`config.mk`:
```
export PLATFORM = sky130hd
export DESIGN_NAME = fp_div_seq
export DESIGN_NICKNAME = d
export VERILOG_FILES = /design/src/rtl/fp_div_seq_pkg.sv /design/src/rtl/fp_div_seq_unpack.sv /design/src/rtl/fp_div_seq.sv
export SDC_FILE = /design/constraint.sdc
export NUM_CORES = 1
export LEC_CHECK = 0
export ABC_AREA = 1
export CORE_UTILIZATION = 40
export DETAILED_ROUTE_END_ITERATION = 6
export GPL_ROUTABILITY_DRIVEN = 0
export PLACE_DENSITY = 0.67
export SLEW_MARGIN = 15
export SYNTH_ARGS = -nofsm -noshare
export SYNTH_HDL_FRONTEND = slang
export SYNTH_HIERARCHICAL = 1
export SYNTH_SLANG_ARGS = --single-unit
```
`constraint.sdc`:
```
create_clock -name clk -period 18.5 [get_ports clk]
set_clock_uncertainty 0.05 [all_clocks]
set_input_delay 5.55 -clock clk [delete_from_list [all_inputs] [get_ports clk]]
set_output_delay 5.55 -clock clk [all_outputs]
set_load 0.01 [all_outputs]
```
`src/rtl/fp_div_seq_pkg.sv`:
```
// fp_div_seq_pkg: binary32 divider constants, flag indices, FSM states and unpacked-operand type
package fp_div_seq_pkg;
  localparam int EXP = 8;
  localparam int FRAC = 23;
  localparam int BIAS = 127;
  localparam int ITERS = FRAC + 3;
  localparam logic [31:0] QNAN_CANON = 32'h7FC00000;
  localparam int F_INVALID = 4;
  localparam int F_DIVIDE_BY_ZERO = 3;
  localparam int F_OVERFLOW = 2;
  localparam int F_UNDERFLOW = 1;
  localparam int F_INEXACT = 0;
  typedef enum logic [2:0] {IDLE, NORM, DIV, ROUND, DONE} state_t;
  typedef struct packed {
    logic sign;
    logic [9:0] exp;
    logic [FRAC:0] mant;
    logic zero;
    logic inf;
    logic nan;
  } fp_unpacked_t;
  function automatic logic [4:0] lzc24(input logic [FRAC:0] m);
    lzc24 = 5'd0;
    for (int i = 0; i <= FRAC; i++) if (m[i]) lzc24 = 5'(FRAC - i);
  endfunction
endpackage

```
`src/rtl/fp_div_seq_unpack.sv`:
```
// fp_div_seq_unpack: classify a binary32 operand and normalize subnormals to a hidden-one mantissa
module fp_div_seq_unpack
  import fp_div_seq_pkg::*;
(
  input  logic [31:0]  bits,
  output fp_unpacked_t u
);
  logic [EXP-1:0] ef;
  logic [FRAC-1:0] ff;
  logic [4:0] lz;
  always_comb begin
    ef = bits[30:23];
    ff = bits[22:0];
    lz = lzc24({1'b0, ff});
    u.sign = bits[31];
    u.zero = ef == '0 && ff == '0;
    u.inf = &ef && ff == '0;
    u.nan = &ef && ff != '0;
    // subnormal: value is 0.f * 2^(1-bias), so shifting left by lz lowers the exponent by lz
    u.exp = ef != '0 ? 10'(ef) : 10'd1 - 10'(lz);
    u.mant = ef != '0 ? {1'b1, ff} : {1'b0, ff} << lz;
  end
endmodule

```
`src/rtl/fp_div_seq.sv`:
```
// fp_div_seq: multi-cycle binary32 divider, radix-2 restoring recurrence with round-to-nearest-even
module fp_div_seq
  import fp_div_seq_pkg::*;
(
  input  logic        clk,
  input  logic        rst,
  input  logic [31:0] a_bits,
  input  logic [31:0] b_bits,
  input  logic        in_valid,
  output logic        in_ready,
  output logic [31:0] out_bits,
  output logic [4:0]  except_flags,
  output logic        out_valid,
  input  logic        out_ready
);
  fp_unpacked_t ua, ub;
  state_t state;
  logic [31:0] a_q, b_q, spec_bits, rnd_bits;
  logic [24:0] r, m_r;
  logic [23:0] rem;
  logic [25:0] q;
  logic [9:0] e, e_r;
  logic [4:0] cnt, sf, rf;
  logic sign, nv, dz, inf_res, special, lt, ge, g, rb, st, inc, of, uf;

  fp_div_seq_unpack u_a (.bits(a_q), .u(ua));
  fp_div_seq_unpack u_b (.bits(b_q), .u(ub));

  assign in_ready = state == IDLE && !rst;

  always_comb begin
    sign = ua.sign ^ ub.sign;
    nv = ua.nan | ub.nan | (ua.zero & ub.zero) | (ua.inf & ub.inf);
    special = ua.nan | ub.nan | ua.zero | ub.zero | ua.inf | ub.inf;
    dz = !nv & ub.zero & !ua.inf;
    inf_res = ua.inf | ub.zero;
    spec_bits = nv ? QNAN_CANON : {sign, {EXP{inf_res}}, {FRAC{1'b0}}};
    sf = '0;
    sf[F_INVALID] = nv;
    sf[F_DIVIDE_BY_ZERO] = dz;
    lt = ua.mant < ub.mant;
    ge = r >= {1'b0, ub.mant};
    rem = 24'(ge ? r - {1'b0, ub.mant} : r);
    g = q[1];
    rb = q[0];
    st = |r;
    inc = g & (rb | st | q[2]);
    m_r = {1'b0, q[25:2]} + 25'(inc);
    e_r = e + 10'(m_r[24]);
    of = $signed(e_r) > 10'sd254;
    uf = $signed(e_r) < 10'sd1;
    rnd_bits = of ? {sign, 8'hFF, 23'd0} : uf ? {sign, 31'd0} :
               {sign, e_r[7:0], m_r[24] ? m_r[23:1] : m_r[22:0]};
    rf = '0;
    rf[F_OVERFLOW] = of;
    rf[F_UNDERFLOW] = uf;
    rf[F_INEXACT] = of | uf | g | rb | st;
  end

  always_ff @(posedge clk) begin
    if (rst) begin
      state <= IDLE;
      out_valid <= 1'b0;
      out_bits <= '0;
      except_flags <= '0;
    end else begin
      case (state)
        IDLE: if (in_valid) begin
          a_q <= a_bits;
          b_q <= b_bits;
          state <= NORM;
        end
        NORM: if (special) begin
          out_bits <= spec_bits;
          except_flags <= sf;
          out_valid <= 1'b1;
          state <= DONE;
        end else begin
          // pre-shift the smaller dividend so the quotient lands in [1,2)
          r <= lt ? {ua.mant, 1'b0} : {1'b0, ua.mant};
          e <= ua.exp - ub.exp + 10'(BIAS) - 10'(lt);
          q <= '0;
          cnt <= '0;
          state <= DIV;
        end
        DIV: begin
          r <= {rem, 1'b0};
          q <= {q[24:0], ge};
          cnt <= cnt + 5'd1;
          if (cnt == 5'(ITERS - 1)) state <= ROUND;
        end
        ROUND: begin
          out_bits <= rnd_bits;
          except_flags <= rf;
          out_valid <= 1'b1;
          state <= DONE;
        end
        DONE: if (out_ready) begin
          out_valid <= 1'b0;
          state <= IDLE;
        end
        default: state <= IDLE;
      endcase
    end
  end
endmodule

```
==> run summary <==
The max-capacitance violation count came out at 0. The area of the core is 36,610 um^2. The number of routed nets with antenna violations is 0. The simple-gate share of the synthesized area came out at 38.97%.

The count of TritonRoute iterations in the first routing pass is 6. The multiplexer share of the synthesized area came out at 0%. The leading area contributor after synthesis is edfxtp_1. The die area is 37,980 um^2. Setup repair after global routing left no endpoint under its margin. The number of distinct standard cells referenced by the synthesized netlist came out at 55. The worst setup path is launched from an input port. The number of antenna violations at the first check in global routing is 0. In the routed design, unresolved DRC markers number 0. The first global-routing pass estimated 68.79 mm of wire. The share of Yosys cell area claimed by the top area cell type came out at 26.23%. After Yosys synthesis, full adders, half adders and majority gates account for 6.878% of the synthesized area. Of all nets on the critical path, the largest fanout is 41.

The final core area utilization came out at 45.93%. The area of placed instances is 16,210 um^2. In this run, synthesis produced a sequential element count of 171. The share of total power dissipated in sequential elements is 37.2%. The largest voltage drop on the vdd net came out at 0.07765 mV. Counting stages on the worst path, the most repeated cell is clkdlybuf4s50_1.

The slew at the pin closest to its max-slew limit came out at 1.103 ns. Per report_power, the combinational group accounts for 34.4% of the total. The all-layer global routing usage came out at 22.21%. The fraction of power spent switching nets came out at 37.77%. The total inserted antenna cells came out at 0. The peak clock frequency supported by timing is 0.07901 GHz.

Sequential cells were found to cover 31.75% of the synthesized design area. In this run the horizontal extent of the chip is 194.9 um. Traced cell by cell, the critical path runs through clkdlybuf4s50_1 -> buf_4 -> nor2_1 -> clkdlybuf4s50_1. The via count of the first global-routing pass came to 14,000. The number of post-CTS setup repair buffers came out at 0.

For the worst setup path, the data arrival time is 7.06 ns. TritonCTS built the clock tree. For this block, the via count after detailed routing is 14,840.

The xor/xnor share of the synthesized area is 2.287%. The overall routed net length is 41.85 mm. The complex-gate fraction of the synthesized area came out at 9.283%. The switching power summed over all nets is 0.5051 mW. The number of primary I/O pins is 107.

The final setup TNS is 0 ns. The net count after synthesis is 2,349. During synthesis, Yosys emitted a total of 6 warnings. TritonCTS created 17 clock buffers. The count of pins over their slew limit came out at 0. The row count came out at 70. Once the clock tree was built, the resizer swapped 0 gates to a different size. For the worst setup path, the data required time is 12.90 ns.

The clock passes through at most 2 buffers. After synthesis, the largest family of logic cells by area is simple AND/OR/NAND/NOR gates. The internal cell power is 0.8321 mW. In this run the vertical extent of the chip is 194.9 um.

The count of endpoints failing hold in the final timing report came out at 0. The gate count of the mapped netlist is 2,201. The run finished with clean final reports. Of the total power, the clock network draws 28.4%. The tightest slew margin relative to the limit is 26.17%. The total grt overflow came out at 0. The detailed-route wire length per cell came out at 15.26 um.

The final period demand of the worst path is 12.66 ns. The initial core utilization came out at 40.65%. The clock root buffer master is clkbuf_16.

The path class of the tightest hold or removal check is register to register. The quantity of I/O buffers inserted on ports came out at 106. The design draws 1.337 mW. Setup violations remaining at the end of the flow were counted as 0. The average cell area after synthesis is 6.761 um^2. The power density of the placed cells came out at 79.52 nW/um^2. The analysis attributes to cell leakage a power of 7.769 nW. The violation count after the first detailed-routing iteration came out at 1,561. The synthesis-to-layout area growth came out at 13.01%. Detailed placement finished with a half-perimeter wire length of 31.99 mm. The clock transition at the registers of the reported paths is 0.07 ns. The H-tree generated during clock tree synthesis spans 4 levels.

The stage delay of the slowest cell on the critical path is 0.51 ns. The endpoint type of the worst setup path is a primary output. The number of nets in the finished design is 2,410. The critical path is of the input port to primary output type. The quantity of hold-fixing buffers added after cts came out at 0.

In the finished design, the share of the clock period the worst path needs comes to 68.42%. The post-synth design cell area came out at 14,880 um^2. The share of final-layout standard cells stronger than drive strength 1 came out at 6.725%. The clock latency on the worst-skew pair came out at 0.46 ns. The maximum number of pins on one net before global-route repair is 65. The number of clock sinks came out at 171. The ratio of routed vias to standard cells is 5.412. The largest individual stage delay along the critical path comes from the cell clkdlybuf4s50_1.

Summing all non-filler instances in the final layout gives an area of 16,820 um^2. By area the synthesized netlist is led by edfxtp_1 (26%), nand2_1 (16%), nand3_1 (10%), inv_1 (7.7%), ha_1 (6.5%).
-- cell usage after synthesis, drive strengths merged --
| cell type | count |
|---|---|
| a21oi | 121 |
| clkbuf | 33 |
| nand3b | 3 |
| nor3 | 15 |
| o21bai | 4 |
| inv | 311 |
| edfxtp | 130 |
| a22oi | 1 |
| buf | 42 |
| fa | 3 |
| xnor2 | 11 |
| clkinv | 6 |
| ha | 77 |
| nand3 | 331 |
| nand2 | 658 |
| nor4 | 12 |
| a221o | 1 |
| nand4 | 52 |
| o22ai | 16 |
| dfxtp | 41 |
| o211ai | 10 |
| nor3b | 2 |
| and2 | 2 |
| or2 | 8 |
| a21boi | 2 |
| nor2 | 194 |
| o21ai | 77 |
| o21a | 3 |
| xor2 | 27 |
| a21o | 6 |
| o311ai | 2 |
-- worst paths after layout --
kind	slack (ns)	startpoint	cells after the start	to
worst max-delay path	5.84	rst	4	in_ready
worst min register to register	0.42	out_bits[8]	2	out_bits[8]
worst min-delay path	0.42	out_bits[8]	2	out_bits[8]
worst max register to register	10.16	a_q[0]	40	e[9]
-- through the flow --
stage,hold WS (ns),setup slack [ns],std cells
2_1_floorplan,0.4374,6.699,2201
3_3_place_gp,0.4038,5.842,2711
3_5_place_dp,0.4101,5.857,2711
4_1_cts,0.4211,5.847,2743
5_1_grt,0.4406,5.776,2743
6_report,0.4196,5.843,2743
-- kinds of logic (layout without fill, tap and decap cells) --
family	count (synthesis)	count (layout)
fa+ha+maj	80	80
buf+inv	392	466
xor+xnor	38	38
simple gates	1277	1277
flops	171	171
compound gates	243	243
-- area by class of cell --
| class | instances | area, um^2 |
|---|---|---|
| Clock buffer | 18 | 429.2 |
| Clock inverter | 14 | 180.2 |
| Fill cell | 3705 | 19790 |
| Inverter | 317 | 1190 |
| Multi-Input combinational cell | 1638 | 8563 |
| Sequential cell | 171 | 4725 |
| Tap cell | 468 | 585.6 |
| Timing Repair Buffer | 117 | 1144 |
-- power groups by stage --
stage / logic (mW) / registers [mW] / clock network, mW
finish: 0.461 / 0.497 / 0.379
global route: 0.519 / 0.502 / 0.401
CTS: 0.455 / 0.497 / 0.386
detailed placement: 0.452 / 0.505 / 0
global placement: 0.444 / 0.505 / 0
floorplan: 0.342 / 0.501 / 0
-- worst max-delay path, delay by kind of cell --
family        cells  cell delay [ns]
buf+inv           3             1.39
simple gates      1             0.11
-- registers in the layout, indices dropped and copies added, names as in the netlist --
signal        count
out_bits         32
a_q              32
b_q              32
state             3
q                26
cnt               5
e                10
out_valid         1
except_flags      5
r                25
-- metal layers --
layer	track usage [%]	wire length (um)
met5	0	0
met2	36.39	18950
met1	28.54	18280
met3	3.835	2987
met4	10.12	1627
-- cell usage in the layout, fill, tap and decap left out, types with 5 or more instances in the layout --
master | Yosys | layout
nand3_1 | 309 | 309
a21oi_2 | 11 | 11
a21oi_1 | 109 | 108
o21ai_1 | 23 | 23
inv_2 | 7 | 7
o21ai_0 | 53 | 53
inv_8 | 0 | 5
nor3_1 | 12 | 11
nand2_1 | 615 | 615
edfxtp_1 | 130 | 130
dfxtp_1 | 41 | 41
clkdlybuf4s50_1 | 0 | 106
nor4_1 | 11 | 11
xor2_1 | 26 | 26
inv_1 | 304 | 304
nand3_2 | 22 | 22
nand2_2 | 34 | 34
nor2_2 | 8 | 9
nor2_1 | 182 | 181
ha_1 | 77 | 77
nand4_1 | 50 | 50
clkbuf_16 | 0 | 17
clkinv_1 | 6 | 6
nand2_4 | 9 | 9
o211ai_1 | 10 | 10
or2_0 | 5 | 5
buf_4 | 11 | 11
o22ai_1 | 16 | 16
xnor2_1 | 11 | 11
a21o_1 | 6 | 6
No activity file was read; power rests on OpenSTA's default activity.
==> patch (same flow settings) <==
The 5 states of `state_t` get a Gray code encoding in 3 bits.
--- a/src/rtl/fp_div_seq_pkg.sv
+++ b/src/rtl/fp_div_seq_pkg.sv
@@ -10,7 +10,7 @@
   localparam int F_OVERFLOW = 2;
   localparam int F_UNDERFLOW = 1;
   localparam int F_INEXACT = 0;
-  typedef enum logic [2:0] {IDLE, NORM, DIV, ROUND, DONE} state_t;
+  typedef enum logic [2:0] {IDLE = 3'b000, NORM = 3'b001, DIV = 3'b011, ROUND = 3'b010, DONE = 3'b110} state_t;
   typedef struct packed {
     logic sign;
     logic [9:0] exp;
Formal check against the unedited RTL: same outputs for any inputs over 4 cycles, from zero or initial values and one cycle with rst high; so few cycles prove little.
==> patch against the unedited design <==
- design area is 0.19% lower
- maximum frequency grew 0.47%
- register-to-register slack lost 130 ps
- critical path type unchanged
- critical path depth stayed put
- routed wire length up 0.30%
- largest cell class unchanged
- cell count grew 0.95%
- count of clock-buffer cells in the layout down 1
- sequential cell count is the same
- synthesized area is 0.20% lower
- total power grew 26%
- setup slack improved by 60 ps
- combinational power is 63% higher
==> patch: results (changes against the unedited design) <==
| Quantity | Reported | Change |
|---|---|---|
| Metal3 WL | 2.58 mm | was 2.99 mm |
| Number of H-tree branching levels | 4 | unchanged |
| Top cells by instance count after synthesis | 649 x sky130_fd_sc_hd__nand2_1, 324 x sky130_fd_sc_hd__nand3_1, 309 x sky130_fd_sc_hd__inv_1 | was 615 x sky130_fd_sc_hd__nand2_1, 309 x sky130_fd_sc_hd__nand3_1, 304 x sky130_fd_sc_hd__inv_1 |
| Met2 Use GR | 0.370 | was 0.364 |
| Placed wire-length estimate after detailed placement | 32.3 mm | was 32.0 mm |
| Final routed wire length divided by cell count | 15.2 µm | was 15.3 µm |
| Global-route usage over all layers | 0.223 | was 0.222 |
| Final setup fails | 0 | unchanged |
| Met1 capacity usage during global routing | 0.287 | was 0.285 |
| Hold WC Path Type | reg2reg | unchanged |
| Startpoint of the worst hold path | out_bits[11]$_SDFFE_PP0P_ | was out_bits[8]$_SDFFE_PP0P_ |
| Slowest stage delay, CP | 490 ps | was 510 ps |
| CTS Buffer Depth | 2 | unchanged |
| Highest ir drop seen on vdd | 0.0957 mV | was 0.0777 mV |
| WP data arrival | 7000 ps | was 7060 ps |
| Main flop type after synthesis | sky130_fd_sc_hd__edfxtp_1 | unchanged |
| First-iteration detailed-routing DRC count | 1459 | was 1561 |
| Relative slew slack | 0.276 | was 0.262 |
| Via count of the first global-routing pass | 13800 | was 14000 |
| Met2 wire len | 19.6 mm | was 19.0 mm |
| Count of buffers inserted at the top-level ports | 106 | unchanged |
| Largest driver fanout on the critical path | 41 | unchanged |
| Met3 track demand over resource | 0.0323 | was 0.0383 |
| Clk Latency, worst-skew pair | 470 ps |  |
| R2R Setup Slk | 10030 ps | was 10160 ps |
| Synth Net Count | 2377 | was 2349 |
| Leading cell types by total area after synthesis | sky130_fd_sc_hd__edfxtp_1 26%, sky130_fd_sc_hd__nand2_1 16%, sky130_fd_sc_hd__nand3_1 11% | was sky130_fd_sc_hd__edfxtp_1 26%, sky130_fd_sc_hd__nand2_1 16%, sky130_fd_sc_hd__nand3_1 10% |
| Max stage delay cell, worst path | sky130_fd_sc_hd__clkdlybuf4s50_1 | unchanged |
| Worst flop-to-flop path endpoint | e[9]$_DFFE_PP_ | unchanged |
| Layout cell share with drive strength beyond 1 | 0.0526 | was 0.0673 |
| Wire length of the first global-routing pass | 68.8 mm | about the same |
| Pleak | 7.90 nW | was 7.77 nW |
| Yosys cell types | 48 | was 55 |
| Reg2reg start | b_q[0]$_DFFE_PP_ | was a_q[0]$_DFFE_PP_ |
| Uppermost routed layer | met4 | unchanged |
| Total of fill cells in the finished design | 3780 | was 3705 |
| Sequential share of the synthesized area | 0.318 | was 0.317 |
| Number of diodes | 0 | unchanged |
| Antenna violations before repair | 0 | unchanged |
| Total routed wire length on the met1 layer | 18.3 mm | about the same |
| Via-to-Cell Ratio | 5.39 | was 5.41 |
| Run status | finished clean | unchanged |
| Endpoint with the worst hold slack | out_bits[11]$_SDFFE_PP0P_ | was out_bits[8]$_SDFFE_PP0P_ |
| Number of maximum-capacitance constraint violations | 0 | unchanged |
| Number of cells on the worst reg-to-reg path | 40 | unchanged |
==> patch: power breakdown <==
group          internal [mW]  leakage, nW  total, mW  switching (mW)
clock                  0.207        0.300      0.382           0.175
combinational          0.258         6.07      0.753           0.495
sequential             0.499         1.53      0.548          0.0489
total                  0.964         7.90       1.68           0.718
==> patch: kinds of logic (layout without fill, tap and decap cells) <==
kind of cell               after synthesis  count (layout)  share of synthesized area
DFF                                    171             171                      0.318
adders and majority gates               80              80                     0.0689
and+or+nand+nor                       1319            1319                      0.397
AOI/OAI and AO/OA                      220             220                     0.0807
xor gates and xnor gates                41              41                     0.0247
buffers and inverters                  398             470                      0.111
==> patch: worst max path at each step <==
stage               start       end  slack [ps]  depth (start not counted)
finish                rst  in_ready        5900                          4
global route          rst  in_ready        5830                          4
CTS                   rst  in_ready        5900                          4
detailed placement    rst  in_ready        5910                          4
global placement      rst  in_ready        5910                          4
floorplan             rst  in_ready        6810                          3
==> patch: through the flow <==
| step | area (µm²) | instances | util | hold WS, ps | setup WS, ps |
|---|---|---|---|---|---|
| floorplan | 14900 | 2229 | - | 402 | 6810 |
| global placement | 16200 | 2737 | 0.441 | 403 | 5910 |
| detailed placement | 16200 | 2737 | 0.441 | 407 | 5910 |
| CTS | 16800 | 2769 | 0.458 | 419 | 5900 |
| global route | 16800 | 2769 | 0.458 | 436 | 5830 |
| finish | 16800 | 2769 | 0.458 | 418 | 5900 |
==> patch: final cells by class <==
| type | count | area [µm²] | area share |
|---|---|---|---|
| Inverter | 322 | 1210 | 0.0720 |
| Clock inverter | 15 | 206 | 0.0123 |
| Tap cell | 468 | 586 | 0.0349 |
| Clock buffer | 17 | 425 | 0.0253 |
| Timing Repair Buffer | 116 | 1140 | 0.0677 |
| Multi-Input combinational cell | 1660 | 8500 | 0.506 |
| Sequential cell | 171 | 4720 | 0.281 |
